<file path="config.mk">
export PLATFORM = sky130hd
export DESIGN_NAME = token_intake_flat
export DESIGN_NICKNAME = d
export VERILOG_FILES = /design/src/rtl/token_intake_if.sv /design/src/rtl/token_intake.sv /design/src/flat_wrapper.sv
export SDC_FILE = /design/constraint.sdc
export NUM_CORES = 1
export LEC_CHECK = 0
export ABC_AREA = 1
export CAP_MARGIN = 20
export CORE_ASPECT_RATIO = 1.5
export CORE_MARGIN = 2
export CORE_UTILIZATION = 49
export DETAILED_ROUTE_END_ITERATION = 10
export PLACE_DENSITY = 0.77
export SLEW_MARGIN = 20
export SYNTH_ARGS = -nofsm -noshare
export SYNTH_HDL_FRONTEND = slang
export SYNTH_SLANG_ARGS = --single-unit
export TNS_END_PERCENT = 20
</file>
<file path="constraint.sdc">
create_clock -name clock -period 2.57 [get_ports clock]
set_input_delay 0.6425 -clock clock [delete_from_list [all_inputs] [get_ports clock]]
set_output_delay 0.6425 -clock clock [all_outputs]
set_load 0.01 [all_outputs]
</file>
<file path="src/rtl/token_intake_if.sv">
// Handshake bundle between the token sensor front end and its batch consumer.
// The master drives sensor/enable/ack; the slave (token_intake) drives the status outputs.
interface token_intake_if;
    logic       sensor_in;
    logic       enable;
    logic       ack;
    logic [3:0] count_out;
    logic       valid;
    logic       busy;
    logic       jam;
    logic       missed;
    logic [2:0] state_out;

    modport master (
        output sensor_in,
        output enable,
        output ack,
        input  count_out,
        input  valid,
        input  busy,
        input  jam,
        input  missed,
        input  state_out
    );

    modport slave (
        input  sensor_in,
        input  enable,
        input  ack,
        output count_out,
        output valid,
        output busy,
        output jam,
        output missed,
        output state_out
    );
endinterface

</file>
<file path="src/rtl/token_intake.sv">
// Optical token counter: synchronizes and debounces a beam sensor, groups tokens
// into batches of up to 15, reports each batch until acknowledged, and flags jams.
module token_intake #(
    parameter logic [15:0] DEBOUNCE_CYCLES = 16'd1000,
    parameter logic [23:0] IDLE_TIMEOUT    = 24'd500000,
    parameter logic [23:0] JAM_CYCLES      = 24'd2000000
) (
    input  logic          clock,
    input  logic          reset,
    token_intake_if.slave bus
);
    localparam int SYNC_STAGES = 2;

    typedef enum logic [2:0] {
        ST_IDLE   = 3'b000,
        ST_COUNT  = 3'b001,
        ST_JAM    = 3'b010,
        ST_REPORT = 3'b011
    } state_t;

    logic [SYNC_STAGES-1:0] sync_q, sync_d;
    logic                   sensor_sync;

    logic        filt_q, filt_d;
    logic        filt_prev_q, filt_prev_d;
    logic [15:0] deb_cnt_q, deb_cnt_d;

    logic [23:0] jam_cnt_q, jam_cnt_d;
    logic [23:0] idle_cnt_q, idle_cnt_d;

    state_t      state_q, state_d;
    logic [3:0]  count_q, count_d;
    logic        missed_q, missed_d;

    logic        token_evt;
    logic        jam_hit;
    logic        idle_hit;

    // Synchronizer chain: stage 0 samples the raw pin, later stages shift.
    for (genvar gi = 0; gi < SYNC_STAGES; gi++) begin : g_sync
        if (gi == 0) begin : g_first
            assign sync_d[gi] = bus.sensor_in;
        end else begin : g_next
            assign sync_d[gi] = sync_q[gi-1];
        end
    end

    assign sensor_sync = sync_q[SYNC_STAGES-1];

    // Debounce: the run counter only advances while the synchronized level
    // disagrees with the filtered one, and clears on agreement or on a flip.
    always_comb begin
        deb_cnt_d = '0;
        filt_d    = filt_q;
        if (sensor_sync != filt_q) begin
            if ((deb_cnt_q + 16'd1) >= DEBOUNCE_CYCLES) begin
                filt_d = sensor_sync;
            end else begin
                deb_cnt_d = deb_cnt_q + 16'd1;
            end
        end
    end

    assign filt_prev_d = filt_q;
    assign token_evt   = filt_prev_q & ~filt_q;

    always_comb begin
        jam_cnt_d = '0;
        if (filt_q) begin
            jam_cnt_d = (jam_cnt_q >= JAM_CYCLES) ? jam_cnt_q : jam_cnt_q + 24'd1;
        end
    end

    assign jam_hit  = (jam_cnt_q >= JAM_CYCLES);
    assign idle_hit = (idle_cnt_q >= IDLE_TIMEOUT);

    always_ff @(posedge clock or negedge reset) begin
        if (!reset) begin
            sync_q      <= '0;
            filt_q      <= 1'b0;
            filt_prev_q <= 1'b0;
            deb_cnt_q   <= '0;
            jam_cnt_q   <= '0;
            idle_cnt_q  <= '0;
            state_q     <= ST_IDLE;
            count_q     <= '0;
            missed_q    <= 1'b0;
        end else begin
            sync_q      <= sync_d;
            filt_q      <= filt_d;
            filt_prev_q <= filt_prev_d;
            deb_cnt_q   <= deb_cnt_d;
            jam_cnt_q   <= jam_cnt_d;
            idle_cnt_q  <= idle_cnt_d;
            state_q     <= state_d;
            count_q     <= count_d;
            missed_q    <= missed_d;
        end
    end

    // Batch FSM. A jam pre-empts everything outside JAM, so a token that
    // coincides with jam detection is dropped rather than counted or missed.
    always_comb begin
        state_d    = state_q;
        count_d    = count_q;
        missed_d   = 1'b0;
        idle_cnt_d = '0;

        case (state_q)
            ST_IDLE: begin
                count_d = '0;
                if (jam_hit) begin
                    state_d = ST_JAM;
                end else if (token_evt) begin
                    if (bus.enable) begin
                        state_d = ST_COUNT;
                        count_d = 4'd1;
                    end else begin
                        missed_d = 1'b1;
                    end
                end
            end

            ST_COUNT: begin
                if (jam_hit) begin
                    state_d = ST_JAM;
                end else if (token_evt) begin
                    if (count_q != 4'd15) begin
                        count_d = count_q + 4'd1;
                    end
                    if (count_q >= 4'd14) begin
                        state_d = ST_REPORT;
                    end
                end else if (idle_hit) begin
                    state_d = ST_REPORT;
                end else if (filt_q) begin
                    idle_cnt_d = idle_cnt_q;
                end else begin
                    idle_cnt_d = idle_cnt_q + 24'd1;
                end
            end

            ST_REPORT: begin
                if (jam_hit) begin
                    state_d = ST_JAM;
                end else begin
                    missed_d = token_evt;
                    if (bus.ack) begin
                        state_d = ST_IDLE;
                        count_d = '0;
                    end
                end
            end

            ST_JAM: begin
                // The falling edge that ends the jam is swallowed here.
                if (!filt_q) begin
                    state_d = (count_q != 4'd0) ? ST_REPORT : ST_IDLE;
                end
            end

            default: begin
                state_d = ST_IDLE;
                count_d = '0;
            end
        endcase
    end

    assign bus.count_out = count_q;
    assign bus.valid     = (state_q == ST_REPORT);
    assign bus.busy      = (state_q == ST_COUNT);
    assign bus.jam       = (state_q == ST_JAM);
    assign bus.missed    = missed_q;
    assign bus.state_out = state_q;

endmodule

</file>
<file path="src/flat_wrapper.sv">
// flat-port wrapper written by rule: the top's interface ports become plain ports
module token_intake_flat 
#(
    parameter logic [15:0] DEBOUNCE_CYCLES = 16'd1000,
    parameter logic [23:0] IDLE_TIMEOUT    = 24'd500000,
    parameter logic [23:0] JAM_CYCLES      = 24'd2000000
)
  (clock, reset, bus_sensor_in, bus_enable, bus_ack, bus_count_out, bus_valid, bus_busy, bus_jam, bus_missed, bus_state_out);
  token_intake_if bus_i ();
  input  logic clock;
  input  logic reset;
  input wire logic [$bits(bus_i.sensor_in)-1:0] bus_sensor_in;
  input wire logic [$bits(bus_i.enable)-1:0] bus_enable;
  input wire logic [$bits(bus_i.ack)-1:0] bus_ack;
  output wire logic [$bits(bus_i.count_out)-1:0] bus_count_out;
  output wire logic [$bits(bus_i.valid)-1:0] bus_valid;
  output wire logic [$bits(bus_i.busy)-1:0] bus_busy;
  output wire logic [$bits(bus_i.jam)-1:0] bus_jam;
  output wire logic [$bits(bus_i.missed)-1:0] bus_missed;
  output wire logic [$bits(bus_i.state_out)-1:0] bus_state_out;
  assign bus_i.sensor_in = bus_sensor_in;
  assign bus_i.enable = bus_enable;
  assign bus_i.ack = bus_ack;
  assign bus_count_out = bus_i.count_out;
  assign bus_valid = bus_i.valid;
  assign bus_busy = bus_i.busy;
  assign bus_jam = bus_i.jam;
  assign bus_missed = bus_i.missed;
  assign bus_state_out = bus_i.state_out;
  token_intake #(.DEBOUNCE_CYCLES(DEBOUNCE_CYCLES), .IDLE_TIMEOUT(IDLE_TIMEOUT), .JAM_CYCLES(JAM_CYCLES)) u_core (.clock(clock), .reset(reset), .bus(bus_i));
endmodule
</file>
# After elaboration in Yosys (flattened, before gate mapping)
# Cells that the tools add are included.
[totals] ff_bits=76 latchBits=0 mem_bits_rw=0 mem_bits_ro=0 memories=0
[classes] n_addsub=4 mul=0 div_mod_pow=0 magnitude_cmp=4 n_eq_ne=18 shift=0 muxes=35 n_bitwise=3 reduce_logical=5
[op_table] operator="2-to-1 mux 24 bit" count=7
[op_table] operator="adder 24 x 1 -> 24 bit, second input constant" count=2
[op_table] operator="2-to-1 mux 16 bit" count=2
[op_table] operator="2-to-1 mux 3 bit" count=10
[op_table] operator="2-to-1 mux 4 bit" count=7
[op_table] operator=">= comparator 24 x 19 -> 1 bit, second input constant" count=1
[op_table] operator=">= comparator 24 x 21 -> 1 bit, second input constant" count=1
[op_table] operator="adder 16 x 1 -> 16 bit, second input constant" count=1
[op_table] operator=">= comparator 16 x 10 -> 1 bit, second input constant" count=1
[op_table] operator="case mux 4 bit (4 select lines)" count=1
[op_table] operator="case mux 3 bit (4 select lines)" count=1
[op_table] operator="AND reduction 6 bit" count=2
[op_table] operator="!= test 2 bit, second input constant" count=5
[op_table] operator="!= test 4 bit, second input constant" count=2
[op_table] operator="equality test 3 x 2 -> 1 bit, second input constant" count=2
[op_table] operator="!= test 3 x 2 -> 1 bit, second input constant" count=2
[op_table] operator="2-to-1 mux 1 bit" count=5
[op_table] operator="!= test 5 bit, second input constant" count=1
[op_table] operator="adder 4 x 1 -> 4 bit, second input constant" count=1
[op_table] operator=">= comparator 4 bit, second input constant" count=1
[op_table] operator="!= test 2 x 1 -> 1 bit, second input constant" count=2
[op_table] operator="!= test 4 x 1 -> 1 bit, second input constant" count=1
[op_table] operator="nonzero test 4 bit" count=1
[op_table] operator="equality test 3 x 1 -> 1 bit, second input constant" count=1
[op_table] operator="8 further kinds" count=9

# Logic depth before layout (Yosys ltp)
[logic_depth] ltp_word=6 depth_mapped=13

# Worst setup path after synthesis
# OpenSTA, ideal clock, no wires.
[synth_timing] path_kind="flip-flop to flip-flop" from="register u_core.state_q[1] (netlist: u_core.bus.state_out[1])" to="register u_core.idle_cnt_q[18]" setup_ps=83 arrival_ps=1737 slack_ps=750 stages_incl_launch_ff=10 n_path_buf=1 cell_sequence="dfrtp_1 -> inv_1 -> ha_1 -> buf_2 -> inv_1 -> nor2_1 -> nand4_1 -> nor2_2 -> nand2_2 -> o21ai_0"
[synth_between] elab_chain_len=2 word_cells_on_any_way=3 cone_classes="eq/ne: 2; mux: 1"
[synth_rtl] item="start: declaration" line="token_intake.sv:31" rtl="state_t state_q, state_d;"
[synth_rtl] item="start signal: assignment" line="token_intake.sv:95" rtl="state_q <= state_d;"
[synth_rtl] item="equality test 3 x 1 -> 1 bit (*)"
[synth_rtl] item="named net bus_busy" line="flat_wrapper.sv:17" rtl="output wire logic [$bits(bus_i.busy)-1:0] bus_busy;"
[synth_rtl] item="!= test 5 bit (no line) or 2-to-1 mux 24 bit (tied branches)"
[synth_rtl] item="end signal: assignment" line="token_intake.sv:94" rtl="idle_cnt_q <= idle_cnt_d;"
[synth_rtl] item="end: declaration" line="token_intake.sv:29" rtl="logic [23:0] idle_cnt_q, idle_cnt_d;"
# The timed path passes the listed nets; every way through them passes the cells marked *.
# A chain may end at the register's enable or synchronous reset.

# Worst setup path after layout
[layout_timing] from="register u_core.state_q[0] (netlist: u_core.bus.state_out[0])" to="output bus_jam"
[layout_between] elab_chain_len=1
[layout_rtl] item="equality test 3 x 2 -> 1 bit" line="token_intake.sv:172" rtl="assign bus.jam = (state_q == ST_JAM);"
[layout_rtl] item="end: declaration" line="flat_wrapper.sv:18" rtl="output wire logic [$bits(bus_i.jam)-1:0] bus_jam;"
# No other way between the ends.

==> flow_metrics.py <==
metrics = {
    "sta": {
        "tightest_slew_ns": 0.5003,
        "rsz0062_at_grt": "no",
        "fin_ws_ns": 0.2363,
        "slew_headroom_pct": 66.65,
        "setup_viol": 0,
        "tns_ns": 0,
        "max_freq_mhz": 428.5,
        "post-route-period-util_pct": 90.81,
        "min_period_ns": 2.334,
        "holdWs_ns": 0.2724,
        "finalHoldViolCount": 0,
        "slew_violations": 0,
        "clock_skew_ns": 0.008420,
    },
    "worst_setup_path": {
        "cp-start-kind": "flip-flop",
        "path_max_fanout": 5,
        "critPathKind": "reg2out",
        "end_kind": "output port",
        "critPathRequiredTime_ns": 1.93,
        "crit_path_cell_trace": "inv_1 -> ha_1 -> clkdlybuf4s50_1",
        "slowest_delay_ns": 0.57,
        "critPathSlowestCell": "clkdlybuf4s50_1",
        "worstPathArrival_ns": 1.69,
        "path_buf_inv": 2,
        "cp_top_family": "buffers and inverters",
    },
    "routing": {
        "first_pass_iters": 4,
        "via_count": 4063,
        "wirelength_mm": 9.971,
        "wl_per_cell_um": 13.22,
        "drt-vias-per-instance": 5.389,
        "drcViolationCount": 0,
        "antenna_left": 0,
        "drtIter0Drc": 164,
    },
    "layout": {
        "area_growth_pct": 13.11,
        "diodes": 0,
        "nets": 656,
        "drive_gt1_share_pct": 9.161,
        "stdcell_area_um2": 5072,
        "fillers": 807,
    },
    "synthesis": {
        "syn-cell-area_um2": 4484,
        "synth_enable_flop_cells": 0,
        "yosysSeqAreaShare_pct": 41.85,
        "ys_seq_elements": 75,
        "synth_area_per_cell_um2": 7.363,
        "async_flop_share_pct": 100.0,
        "synth_flop_cell": "dfrtp_1",
        "synth_cell_types": 37,
        "yosys_warnings": 0,
        "syn_inst": 609,
    },
    "power_and_ir_drop": {
        "p_per_area_nw_per_um2": 613.0,
        "peakVddDrop_mv": 0.5291,
        "power.leakage_nw": 2.261,
    },
    "floorplanning": {
        "initial_core_util_pct": 50.49,
        "core_um2": 8881,
        "die_h_um": 121.2,
        "fp.dieArea_um2": 9949,
        "num_rows": 42,
        "ioPinCount": 16,
        "chipWidth_um": 82.11,
    },
    "cts": {
        "cts-buffers-inserted": 9,
        "path_clk_slew_ns": 0.05,
        "cts_buffer_depth": 2,
        "cts_root_buffer": "clkbuf_16",
        "hold_buffers": 0,
        "cts.sinks": 75,
        "htreeDepth": 3,
        "cts_tree": "yes",
        "postCtsResizedCells": 0,
        "clk_latency_ns": 0.34,
        "post_cts.repair.setup_buffers": 0,
    },
    "global_routing": {
        "grt_max_degree": 40,
        "grt_overflow_total": 0,
        "grt_use_total_pct": 22.74,
        "antenna_found_initial": 0,
        "grt_pass1_wl_mm": 17.37,
        "grt_pass1_vias": 4043,
    },
    "placement": {
        "gp_congestion": 0.9421,
        "placedInstanceArea_um2": 4780,
        "dp_hpwl_mm": 7.373,
        "io_buffers": 14,
        "dp_slack_ns": 0.4652,
    },
    "worst_hold_path": {
        "hold_class": "in2async",
    },
    "job": {
        "drv_cap": 0,
    },
    "status": {
        "status": "finished clean",
    },
}
cells by family (layout without fill, tap and decap cells):
logic type	after synthesis	after routing	synth area share, %
compound gates	65	65	7.896
xor+xnor	14	14	2.734
fa+ha+maj	12	12	3.348
buf+inv	95	119	8.454
flops	75	75	41.85
other cells	1	12	0.08363
simple gates	347	347	35.63
worst register-to-register path, cell delays in order, from the launching register on:
cell,delay [ns]
dfrtp_1,0.44
inv_1,0.10
ha_1,0.17
buf_4,0.19
inv_1,0.11
nor2_1,0.22
nand4_1,0.14
nor2_2,0.30
nand2_2,0.18
o21ai_0,0.22
per-layer routing:
metal	up-vias	global-route usage [%]	routed length, um
li1	1990	-	-
met1	1947	22.85	3753
met2	91	41.01	5473
met3	35	5.134	277
met4	0	13.75	466
met5	-	0	0
power breakdown:
| part | internal (W) | switching (W) |
|---|---|---|
| logic | 0.000239 | 0.000352 |
| clock network | 0.000758 | 0.000464 |
| registers | 0.00123 | 0.0000642 |
flip-flops by register name, summed over array words and instances, names as in the netlist:
signal and count:
u_core.idle_cnt_q 24, u_core.jam_cnt_q 24, u_core.deb_cnt_q 16, u_core.bus.count_out 4, u_core.bus.state_out 2, u_core.sync_q 2, u_core.bus.missed 1, u_core.filt_prev_d 1
u_core.filt_prev_q 1
cells in the final DEF, fill, tap and decap left out, types with 2 or more instances in the layout:
cell type,Yosys,routed
o21ai_1,5,5
nand2_1,157,157
xnor2_1,4,4
nand3_2,5,5
clkbuf_1,2,2
clkbuf_16,0,9
nand2_2,5,5
nor2_2,14,14
nand3_1,40,40
or2_2,2,2
a21oi_2,4,4
inv_1,83,83
o21ai_0,37,37
conb_1,1,12
clkbuf_8,0,4
dfrtp_1,75,75
inv_2,3,3
nor2_1,79,79
nor3_1,13,13
clkdlybuf4s50_1,0,13
a21oi_1,13,13
ha_1,12,12
nor2_4,4,4
xor2_1,10,10
a31oi_1,2,2
buf_4,1,3
nand4_1,22,22
synthesized netlist by cell type, types with 2 or more instances:
master	count	area share [%]
nand4_1	22	3.1
nand2_1	157	13
a21oi_1	13	1.5
nand3_1	40	4.5
dfrtp_1	75	42
inv_2	3	0.25
o21ai_0	37	4.1
a21oi_2	4	0.78
or2_2	2	0.28
nor2_4	4	1.0
nor3_1	13	1.5
nand2_2	5	0.70
xor2_1	10	2.0
nor2_1	79	6.6
ha_1	12	3.3
inv_1	83	6.9
o21ai_1	5	0.56
clkbuf_1	2	0.17
xnor2_1	4	0.78
nand3_2	5	1.1
a31oi_1	2	0.28
nor2_2	14	2.0
buf_6	2	0.50
buf_2	3	0.33
through the flow:
stage          power [W]  std cells  util [%]
6_report        0.003109        754     57.11
5_1_grt         0.003273        754     57.11
4_1_cts         0.003140        754     57.11
3_5_place_dp    0.001895        738     53.82
3_3_place_gp    0.001872        738     53.82
2_1_floorplan   0.001655        620         -
path summary, 6_finish.rpt:
| kind | startpoint | to | slack, ns | cells past startpoint |
|---|---|---|---|---|
| worst max-delay path | u_core.bus.state_out[0]$_DFFE_PN0P_ | bus_jam | 0.24 | 3 |
| worst max register to register | u_core.bus.state_out[1]$_DFFE_PN0P_ | u_core.idle_cnt_q[14]$_DFFE_PN0P_ | 0.41 | 9 |
| worst min register to register | u_core.sync_q[0]$_DFF_PN0_ | u_core.sync_q[1]$_DFF_PN0_ | 0.35 | 0 |
| worst min-delay path | reset | u_core.bus.count_out[2]$_DFFE_PN0P_ | 0.27 | 1 |
| min in group clock | u_core.sync_q[0]$_DFF_PN0_ | u_core.sync_q[1]$_DFF_PN0_ | 0.35 | 0 |
| max in group asynchronous | reset | u_core.sync_q[1]$_DFF_PN0_ | 1.72 | 2 |
area by class of cell:
class | count | area (um2) | area share, %
multi-input combinational | 450 | 2270 | 44.75
clock buffer | 15 | 287.8 | 5.673
timing repair buffer | 17 | 172.7 | 3.404
tap | 110 | 137.6 | 2.713
sequential | 75 | 1877 | 37.00
inverter | 86 | 322.8 | 6.364
clock inverter | 1 | 5.005 | 0.09867
(Power assumes the default switching activity.)
